<file path="config.mk">
export PLATFORM = sky130hd
export DESIGN_NAME = ctrl_pipe_unit
export DESIGN_NICKNAME = d
export VERILOG_FILES = /design/src/rtl/ctrl_pipe_unit.sv
export SDC_FILE = /design/constraint.sdc
export NUM_CORES = 1
export LEC_CHECK = 0
export CAP_MARGIN = 20
export CORE_ASPECT_RATIO = 1.75
export CORE_UTILIZATION = 35
export DETAILED_ROUTE_END_ITERATION = 6
export HOLD_SLACK_MARGIN = 0.1
export PLACE_DENSITY = 0.8
export SLEW_MARGIN = 20
export SYNTH_ARGS = -nofsm -noshare
export SYNTH_HDL_FRONTEND = slang
export SYNTH_SLANG_ARGS = --single-unit
</file>
<file path="constraint.sdc">
create_clock -name clk -period 4.45 [get_ports clk]
set_input_delay 1.335 -clock clk [delete_from_list [all_inputs] [get_ports clk]]
set_output_delay 1.335 -clock clk [all_outputs]
set_load 0.005 [all_outputs]
</file>
<file path="src/rtl/ctrl_pipe_unit.sv">
// ctrl_pipe_unit: ID-stage control decode, load-use stall and the ID/EX control register.
// Define CTRL_PIPE_MD_UNIT_EN to enable the MULT/DIV busy sequencer (otherwise MULT/DIV are illegal).
module ctrl_pipe_unit #(
  parameter int ALUC_W    = 4,
  parameter int MD_CYCLES = 8
) (
  input  logic              clk,
  input  logic              rst,
  input  logic [31:0]       instr,
  input  logic              id_valid,
  input  logic              ex_ready,
  input  logic              flush,
  output logic              id_ready,
  output logic              ex_valid,
  output logic [1:0]        ex_wb,
  output logic [1:0]        ex_m,
  output logic [ALUC_W+1:0] ex_ex,
  output logic [4:0]        ex_rs,
  output logic [4:0]        ex_rt,
  output logic [4:0]        ex_rd,
  output logic              beq,
  output logic              bne,
  output logic              jump,
  output logic              md_busy,
  output logic              illegal
);

  localparam logic [ALUC_W-1:0] ALU_AND = ALUC_W'(4'b0000);
  localparam logic [ALUC_W-1:0] ALU_OR  = ALUC_W'(4'b0001);
  localparam logic [ALUC_W-1:0] ALU_ADD = ALUC_W'(4'b0010);
  localparam logic [ALUC_W-1:0] ALU_SRL = ALUC_W'(4'b0011);
  localparam logic [ALUC_W-1:0] ALU_SUB = ALUC_W'(4'b0110);
  localparam logic [ALUC_W-1:0] ALU_SLT = ALUC_W'(4'b0111);
  localparam logic [ALUC_W-1:0] ALU_XOR = ALUC_W'(4'b1001);
  localparam logic [ALUC_W-1:0] ALU_SLL = ALUC_W'(4'b1010);
  localparam logic [ALUC_W-1:0] ALU_SRA = ALUC_W'(4'b1011);
  localparam logic [ALUC_W-1:0] ALU_NOR = ALUC_W'(4'b1100);
`ifdef CTRL_PIPE_MD_UNIT_EN
  localparam logic [ALUC_W-1:0] ALU_MUL = ALUC_W'(4'b0100);
  localparam logic [ALUC_W-1:0] ALU_DIV = ALUC_W'(4'b0101);
`endif

  localparam logic [5:0] OP_RTYPE = 6'b000000;
  localparam logic [5:0] OP_J     = 6'b000010;
  localparam logic [5:0] OP_JAL   = 6'b000011;
  localparam logic [5:0] OP_BEQ   = 6'b000100;
  localparam logic [5:0] OP_BNE   = 6'b000101;
  localparam logic [5:0] OP_ADDI  = 6'b001000;
  localparam logic [5:0] OP_SLTI  = 6'b001010;
  localparam logic [5:0] OP_ANDI  = 6'b001100;
  localparam logic [5:0] OP_ORI   = 6'b001101;
  localparam logic [5:0] OP_XORI  = 6'b001110;
  localparam logic [5:0] OP_LW    = 6'b100011;
  localparam logic [5:0] OP_SW    = 6'b101011;

  logic [5:0]        op_p0;
  logic [5:0]        fn_p0;
  logic [4:0]        rs_p0;
  logic [4:0]        rt_p0;
  logic [4:0]        rd_p0;
  logic              regwr_p0;
  logic              memtoreg_p0;
  logic              memrd_p0;
  logic              memwr_p0;
  logic              regdst_p0;
  logic              alusrc_p0;
  logic [ALUC_W-1:0] aluc_p0;
  logic              beq_p0;
  logic              bne_p0;
  logic              jump_p0;
  logic              known_p0;
  logic              rtsrc_p0;
`ifdef CTRL_PIPE_MD_UNIT_EN
  logic              md_p0;
`endif
  logic              unused_shamt;

  assign op_p0        = instr[31:26];
  assign rs_p0        = instr[25:21];
  assign rt_p0        = instr[20:16];
  assign rd_p0        = instr[15:11];
  assign fn_p0        = instr[5:0];
  assign unused_shamt = ^instr[10:6];

  // ---- ID stage (p0): combinational decode ----
  always_comb begin
    regwr_p0    = 1'b0;
    memtoreg_p0 = 1'b0;
    memrd_p0    = 1'b0;
    memwr_p0    = 1'b0;
    regdst_p0   = 1'b0;
    alusrc_p0   = 1'b0;
    aluc_p0     = ALU_AND;
    beq_p0      = 1'b0;
    bne_p0      = 1'b0;
    jump_p0     = 1'b0;
    known_p0    = 1'b1;
`ifdef CTRL_PIPE_MD_UNIT_EN
    md_p0       = 1'b0;
`endif
    case (op_p0)
      OP_RTYPE: begin
        regdst_p0 = 1'b1;
        regwr_p0  = 1'b1;
        case (fn_p0)
          6'b100000: aluc_p0 = ALU_ADD;
          6'b100010: aluc_p0 = ALU_SUB;
          6'b100100: aluc_p0 = ALU_AND;
          6'b100101: aluc_p0 = ALU_OR;
          6'b100110: aluc_p0 = ALU_XOR;
          6'b100111: aluc_p0 = ALU_NOR;
          6'b000000: aluc_p0 = ALU_SLL;
          6'b000011: aluc_p0 = ALU_SRA;
          6'b000010: aluc_p0 = ALU_SRL;
          6'b101010: aluc_p0 = ALU_SLT;
          6'b001000,
          6'b001001: jump_p0 = 1'b1;
`ifdef CTRL_PIPE_MD_UNIT_EN
          6'b011000: begin
            regwr_p0 = 1'b0;
            aluc_p0  = ALU_MUL;
            md_p0    = 1'b1;
          end
          6'b011010: begin
            regwr_p0 = 1'b0;
            aluc_p0  = ALU_DIV;
            md_p0    = 1'b1;
          end
`endif
          default:   known_p0 = 1'b0;
        endcase
      end
      OP_ADDI, OP_ANDI, OP_ORI, OP_XORI, OP_SLTI: begin
        alusrc_p0 = 1'b1;
        regwr_p0  = 1'b1;
        case (op_p0)
          OP_ANDI: aluc_p0 = ALU_AND;
          OP_ORI:  aluc_p0 = ALU_OR;
          OP_XORI: aluc_p0 = ALU_XOR;
          OP_SLTI: aluc_p0 = ALU_SLT;
          default: aluc_p0 = ALU_ADD;
        endcase
      end
      OP_LW: begin
        alusrc_p0   = 1'b1;
        regwr_p0    = 1'b1;
        memrd_p0    = 1'b1;
        memtoreg_p0 = 1'b1;
        aluc_p0     = ALU_ADD;
      end
      OP_SW: begin
        alusrc_p0 = 1'b1;
        memwr_p0  = 1'b1;
        aluc_p0   = ALU_ADD;
      end
      OP_BEQ: begin
        beq_p0  = 1'b1;
        aluc_p0 = ALU_SUB;
      end
      OP_BNE: begin
        bne_p0  = 1'b1;
        aluc_p0 = ALU_SUB;
      end
      OP_J, OP_JAL: begin
        jump_p0 = 1'b1;
        aluc_p0 = ALU_ADD;
      end
      default: known_p0 = 1'b0;
    endcase
    // Unknown encodings must reach EX as a harmless all-zero bundle.
    if (!known_p0) begin
      regwr_p0    = 1'b0;
      memtoreg_p0 = 1'b0;
      memrd_p0    = 1'b0;
      memwr_p0    = 1'b0;
      regdst_p0   = 1'b0;
      alusrc_p0   = 1'b0;
      aluc_p0     = ALU_AND;
      beq_p0      = 1'b0;
      bne_p0      = 1'b0;
      jump_p0     = 1'b0;
    end
  end

  assign rtsrc_p0 = (op_p0 == OP_RTYPE) || (op_p0 == OP_BEQ) ||
                    (op_p0 == OP_BNE) || (op_p0 == OP_SW);

  assign beq  = id_valid & beq_p0;
  assign bne  = id_valid & bne_p0;
  assign jump = id_valid & jump_p0;

  logic              vld_p1;
  logic [1:0]        wb_p1;
  logic [1:0]        m_p1;
  logic [ALUC_W+1:0] ex_p1;
  logic [4:0]        rs_p1;
  logic [4:0]        rt_p1;
  logic [4:0]        rd_p1;
  logic              illegal_p1;
  logic              md_busy_p1;
  logic              advance;
  logic              hazard;
  logic              accept;

  assign advance  = ex_ready | ~vld_p1;
  assign hazard   = vld_p1 & m_p1[1] & (rt_p1 != 5'd0) &
                    ((rt_p1 == rs_p0) | (rtsrc_p0 & (rt_p1 == rt_p0)));
  assign id_ready = advance & ~hazard & ~md_busy_p1;
  assign accept   = id_valid & id_ready & ~flush;

  // ---- EX stage (p1): ID/EX control register ----
  always_ff @(posedge clk) begin
    if (rst) begin
      vld_p1     <= 1'b0;
      wb_p1      <= '0;
      m_p1       <= '0;
      ex_p1      <= '0;
      rs_p1      <= '0;
      rt_p1      <= '0;
      rd_p1      <= '0;
      illegal_p1 <= 1'b0;
    end else begin
      illegal_p1 <= accept & ~known_p0;
      if (advance) begin
        vld_p1 <= accept;
        if (accept) begin
          wb_p1 <= {regwr_p0, memtoreg_p0};
          m_p1  <= {memrd_p0, memwr_p0};
          ex_p1 <= {regdst_p0, alusrc_p0, aluc_p0};
          rs_p1 <= rs_p0;
          rt_p1 <= rt_p0;
          rd_p1 <= rd_p0;
        end else begin
          wb_p1 <= '0;
          m_p1  <= '0;
          ex_p1 <= '0;
          rs_p1 <= '0;
          rt_p1 <= '0;
          rd_p1 <= '0;
        end
      end
    end
  end

`ifdef CTRL_PIPE_MD_UNIT_EN
  localparam int CNT_W = (MD_CYCLES > 1) ? $clog2(MD_CYCLES) : 1;

  typedef enum logic {MD_IDLE = 1'b0, MD_BUSY = 1'b1} md_state_e;

  md_state_e        md_state_p1;
  logic [CNT_W-1:0] md_cnt_p1;

  // ---- MULT/DIV sequencer: busy for MD_CYCLES cycles after acceptance ----
  always_ff @(posedge clk) begin
    if (rst) begin
      md_state_p1 <= MD_IDLE;
      md_cnt_p1   <= '0;
      md_busy_p1  <= 1'b0;
    end else begin
      case (md_state_p1)
        MD_IDLE: begin
          if (accept & md_p0) begin
            md_state_p1 <= MD_BUSY;
            md_cnt_p1   <= CNT_W'(MD_CYCLES - 1);
            md_busy_p1  <= 1'b1;
          end
        end
        MD_BUSY: begin
          if (md_cnt_p1 == '0) begin
            md_state_p1 <= MD_IDLE;
            md_busy_p1  <= 1'b0;
          end else begin
            md_cnt_p1 <= md_cnt_p1 - CNT_W'(1);
          end
        end
        default: begin
          md_state_p1 <= MD_IDLE;
          md_busy_p1  <= 1'b0;
        end
      endcase
    end
  end
`else
  assign md_busy_p1 = 1'b0;
`endif

  assign ex_valid = vld_p1;
  assign ex_wb    = wb_p1;
  assign ex_m     = m_p1;
  assign ex_ex    = ex_p1;
  assign ex_rs    = rs_p1;
  assign ex_rt    = rt_p1;
  assign ex_rd    = rd_p1;
  assign illegal  = illegal_p1;
  assign md_busy  = md_busy_p1;

endmodule

</file>
Word level (Yosys, flattened, before mapping)

Index checks and enable logic that the tools add are counted.

Input bits: 37
Register bits: 27

Bitwise logic cells: 17
Equality and inequality tests: 24
Reductions and logical operators: 15
Multiplexer cells: 29

Operators by type and width:

| operator           | count |
|---|---|
| $eq 6x6->1 const B | 9 |
| $eq 6x4->1 const B | 7 |
| $pmux 4 s9         | 1 |
| $pmux 4 s4         | 2 |
| $eq 6x2->1 const B | 4 |
| $mux 1             | 17 |
| $mux 5             | 3 |
| $reduce_or 7->1    | 2 |
| $eq 6x3->1 const B | 2 |
| $logic_not 6->1    | 2 |
| $reduce_or 12->1   | 1 |
| $and 1x1->1        | 11 |
| $reduce_or 11->1   | 1 |
| $eq 5x5->1         | 2 |
| $mux 6             | 1 |
| $reduce_or 2->1    | 3 |
| $reduce_bool 5->1  | 1 |
| $reduce_or 5->1    | 1 |
| $mux 2             | 2 |
| $mux 4             | 1 |
| $not 1->1          | 4 |
| $pmux 1 s2         | 2 |
| $reduce_or 4->1    | 1 |
| $logic_or 1x1->1   | 3 |
| $or 1x1->1         | 2 |

Longest topological paths before layout

Word-level depth: 12
Gate-level depth with buffers: 7

Worst setup path after synthesis

No wires, ideal clock.

Path kind: input-to-output
Start point: input port instr[27]
End point: output port beq
Arrival time: 2.762 ns
Setup slack: 0.353 ns
Required time: 3.115 ns
Path buffers: 2
Stages: 6
Cells stage by stage: buf_6 -> or2_1 -> or3_1 -> clkbuf_1 -> o32ai_2 -> and4b_1

Word-level cells in the longest chain between the ends: 5

RTL lines:

| element                                  | line | RTL |
|---|---|---|
| start, declared                          | 9    | `input logic [31:0] instr,` |
| $eq 6x3->1, or another cell as far along | 101  | `case (op_p0)` |
| $reduce_or 11->1 (no line)               | -    |  |
| $pmux 1 s2                               | 101  |  |
| $mux 1 (*)                               | 171  | `if (!known_p0) begin` |
| $and 1x1->1 (*)                          | 188  | `assign beq = id_valid & beq_p0;` |
| end, declared                            | 21   | `output logic beq,` |

Every way passes the cells marked *; elsewhere a longest branch is shown, timed or not.

Worst setup path in the final report

Start point: input port instr[30]
End point: output port beq

The elaborated chain is that of the path after synthesis.

==> flow_summary_export.csv <==
group,metric,value,unit
outcome,outcome,"finished clean",
critical_path,reg2reg_depth,7,
critical_path,cp.arrival,3.05,ns
critical_path,crit_fanout,4,
global_route,grt_pass1_wl,6720,microns
power_and_ir_drop,swShare,22.93,%
synthesis,syn_area,1504,sq um
final_layout,drive_gt1_share,27.35,%
timing,finalCritPeriodShare,98.59,%
synthesis,synthTopCellsByArea,"dfxtp_1, a22o_2, xnor2_1",
min_path,min_to,"ex_rd[3]$_SDFFE_PP0P_",
synthesis,synth_compound_area_share,29.28,%
synthesis,synthFlopType,"dfxtp_1",
timing,layout_min_cycle_time,4.387,ns
final_layout,stdcell_count,294,
synthesis,synth_top_area_share,34.61,%
synthesis,synth_warnings,0,
floorplan,die_y,88.72,microns
final_layout,ff_latch_area,520.5,sq um
critical_path,startpoint_type,"input pin",
synthesis,ys_async_sr_fraction,0,%
floorplan,core,4111,sq um
synthesis,synthDistinctLibCells,49,
power_and_ir_drop,p_sw,0.1272,mW
clock_tree,cts_root_buf,"clkbuf_8",
clock_tree,cts_htree_levels,1,
floorplan,initial_core_util,36.58,%
floorplan,row_count,31,
clock_tree,cts.reportedPaths.clkPinSlew,0.09,ns
floorplan,fp.dieArea,4573,sq um
synthesis,syn_nets,201,
min_path,hold_depth,1,
global_route,antenna_found_initial,0,
global_route,grt_usage,19.27,%
power_and_ir_drop,clockPowerShare,34.7,%
synthesis,synth_top_family_by_area,"compound AO/OA/AOI/OAI gates",
synthesis,synth_xor_xnor_area_share,6.406,%
clock_tree,cts_tree,"built",
timing,hold_viol_final,0,
power_and_ir_drop,p_seq_share,43.7,%
final_layout,fillers,388,
place,gp_congestion,0.9042,
final_layout,multi_input_area,907.1,sq um
timing,drv_slew,0,
detailed_routing,vias,1570,
clock_tree,clockBufferDepth,2,
timing,fmax,227.9,MHz
synthesis,synth_adder_area_share,0,%
detailed_routing,wl,4291,microns
timing,whs,0.4820,ns
synthesis,synth_mux_area_share,0.6656,%
detailed_routing,drc,0,
clock_tree,cts.sinks,26,
critical_path,end_kind,"output port",
place,port_buffers,62,
synthesis,synth_area_leader_cell,"dfxtp_1",
floorplan,io_pins,69,
global_route,grt_max_degree,16,
synthesis,seq_area_frac_synth,34.61,%
global_route,grt_overflow,0,
synthesis,synth_edf_count,0,
detailed_routing,wire_per_inst,14.60,microns
critical_path,timing.rr.end,"ex_wb[1]$_SDFFE_PP0P_",
min_path,timing.hold.worst.class,"reg2reg",
synthesis,synth_common_cells,"dfxtp_1, a22o_2, nor2_1",
critical_path,reg2reg_slack,2.04,ns
place,place_inst,289,
synthesis,synthSimpleGateAreaFrac,21.71,%
critical_path,r2r-start,"ex_rt[0]$_SDFFE_PP0P_",
flow_run,maxCapViolations,0,
global_route,grt_pass1_vias,1517,
power_and_ir_drop,ir_drop,0.0002279,V
place,post_dp_cell_area,2316,sq um
detailed_routing,dr.pass1.iters,4,
clock_tree,cts_made_buffers,3,
synthesis,post-synth-top-count-cell,"dfxtp_1",
synthesis,synthCells,164,
power_and_ir_drop,leakagePower,0.9725,nW
power_and_ir_drop,cellInternalPower,0.4273,mW
critical_path,crit_type,"in2out",
timing,setup_viol,0,
timing,finalClockSkew,0.0009215,ns
final_layout,layout.nets,283,
power_and_ir_drop,p_per_area,229.7,nW/um^2
place,hpwl,3190,microns
synthesis,ys_ff_latch,26,
timing,rsz0062_at_grt,"no",
detailed_routing,ant_nets,0,
final_layout,syn2layout_area_growth,60.48,%
power_and_ir_drop,comb_power_share,21.6,%
critical_path,worstPathRequired,3.12,ns
min_path,holdCritStartpoint,"ex_rd[3]$_SDFFE_PP0P_",
final_layout,fin_area,2414,sq um
detailed_routing,drt_iter0_markers,20,
floorplan,fp.dieW,51.55,microns
clock_tree,worstSkewPairLatency,0.27,ns
synthesis,avgSynthCellArea,9.170,sq um
detailed_routing,vias_per_cell,5.340,
final_layout,n_antenna_cell,0,
[worst max path at each step]
stage               end  startpoint  cells after the start  slack, ns
2_1_floorplan       beq   instr[27]                      6       0.35
3_3_place_gp        bne   instr[27]                      6      -0.38
3_5_place_dp        beq   instr[27]                      6      -0.36
4_1_cts        id_ready   instr[29]                      7      0.006
5_1_grt             beq   instr[30]                      7      0.005
6_report            beq   instr[30]                      7       0.06
[kinds of logic (layout without fill, tap and decap cells)]
kind of cell	Yosys count	in the layout
buffers and inverters	20	101
muxes	1	1
other	1	1
DFF	26	26
and+or+nand+nor	55	55
AOI/OAI and AO/OA	50	50
xor gates and xnor gates	11	11
[critical path, stage by stage]
cell and delay (ns):
clkdlybuf4s50_1 0.46, nor2_2 0.15, nand2_1 0.08, or3_4 0.36, o32ai_4 0.32, and4b_1 0.24
buf_2 0.11
[state kept, by name (all words and copies together), names as in the netlist]
name,flops
ex_ex,6
ex_m,1
ex_rd,5
ex_rs,5
ex_rt,5
ex_valid,1
ex_wb,2
illegal,1
[repair_timing]
item,4_1_cts,5_1_grt
setup buffers,0,1
pin swaps,9,6
gates cloned,0,0
hold buffers,0,0
resized for setup,17,5
hold endpoints to repair,0,0
setup endpoints to repair,4,2
[power groups by stage]
stage / clock network [mW] / logic (mW) / registers, mW
after floorplan: 0 / 0.0496 / 0.248
after global placement: 0 / 0.115 / 0.247
after detailed placement: 0 / 0.116 / 0.248
after CTS: 0.198 / 0.119 / 0.242
after global routing: 0.211 / 0.129 / 0.243
final: 0.193 / 0.120 / 0.242
[per-layer routing]
layer | part of all wire (%) | track usage [%] | up-vias
met3 | 4.5 | 3.093 | 14
met5 | 0 | 0 | -
li1 | - | - | 773
met4 | 4.0 | 10.81 | 0
met2 | 52 | 33.77 | 62
met1 | 40 | 21.56 | 721
[metrics by stage]
step	setup slack, ns	setup TNS, ns	utilization, %	total power, mW
after floorplan	0.3526	0	-	0.2971
after global placement	-0.3763	-1.323	56.33	0.3624
after detailed placement	-0.3639	-1.286	56.33	0.3631
after CTS	0.005643	0	58.58	0.5585
after global routing	0.005486	0	58.70	0.5822
final	0.06280	0	58.70	0.5545
[layout by cell type, fill, tap and decap left out, types with 3 or more instances in the layout]
cell type        synthesis  layout
clkdlybuf4s50_1          0      56
buf_4                    2      29
dfxtp_1                 26      26
a22o_2                  16      16
nor2_1                  12      11
xnor2_1                  9       9
nand2b_1                 9       9
a21oi_1                  6       6
a22o_1                   6       6
nand2_1                  5       5
inv_1                    5       5
o21ai_0                  5       5
nand3_1                  3       3
nor4_1                   4       3
clkbuf_8                 0       3
[final cells by class]
type	count	area share, %
clock buffers	3	1.711
multi-input cells	118	37.58
well taps	49	2.540
inverters	5	0.7776
clock inverters	1	1.244
flip-flops and latches	26	21.57
repair buffers	92	34.58
Note: power is estimated with default switching activity, not from simulation.
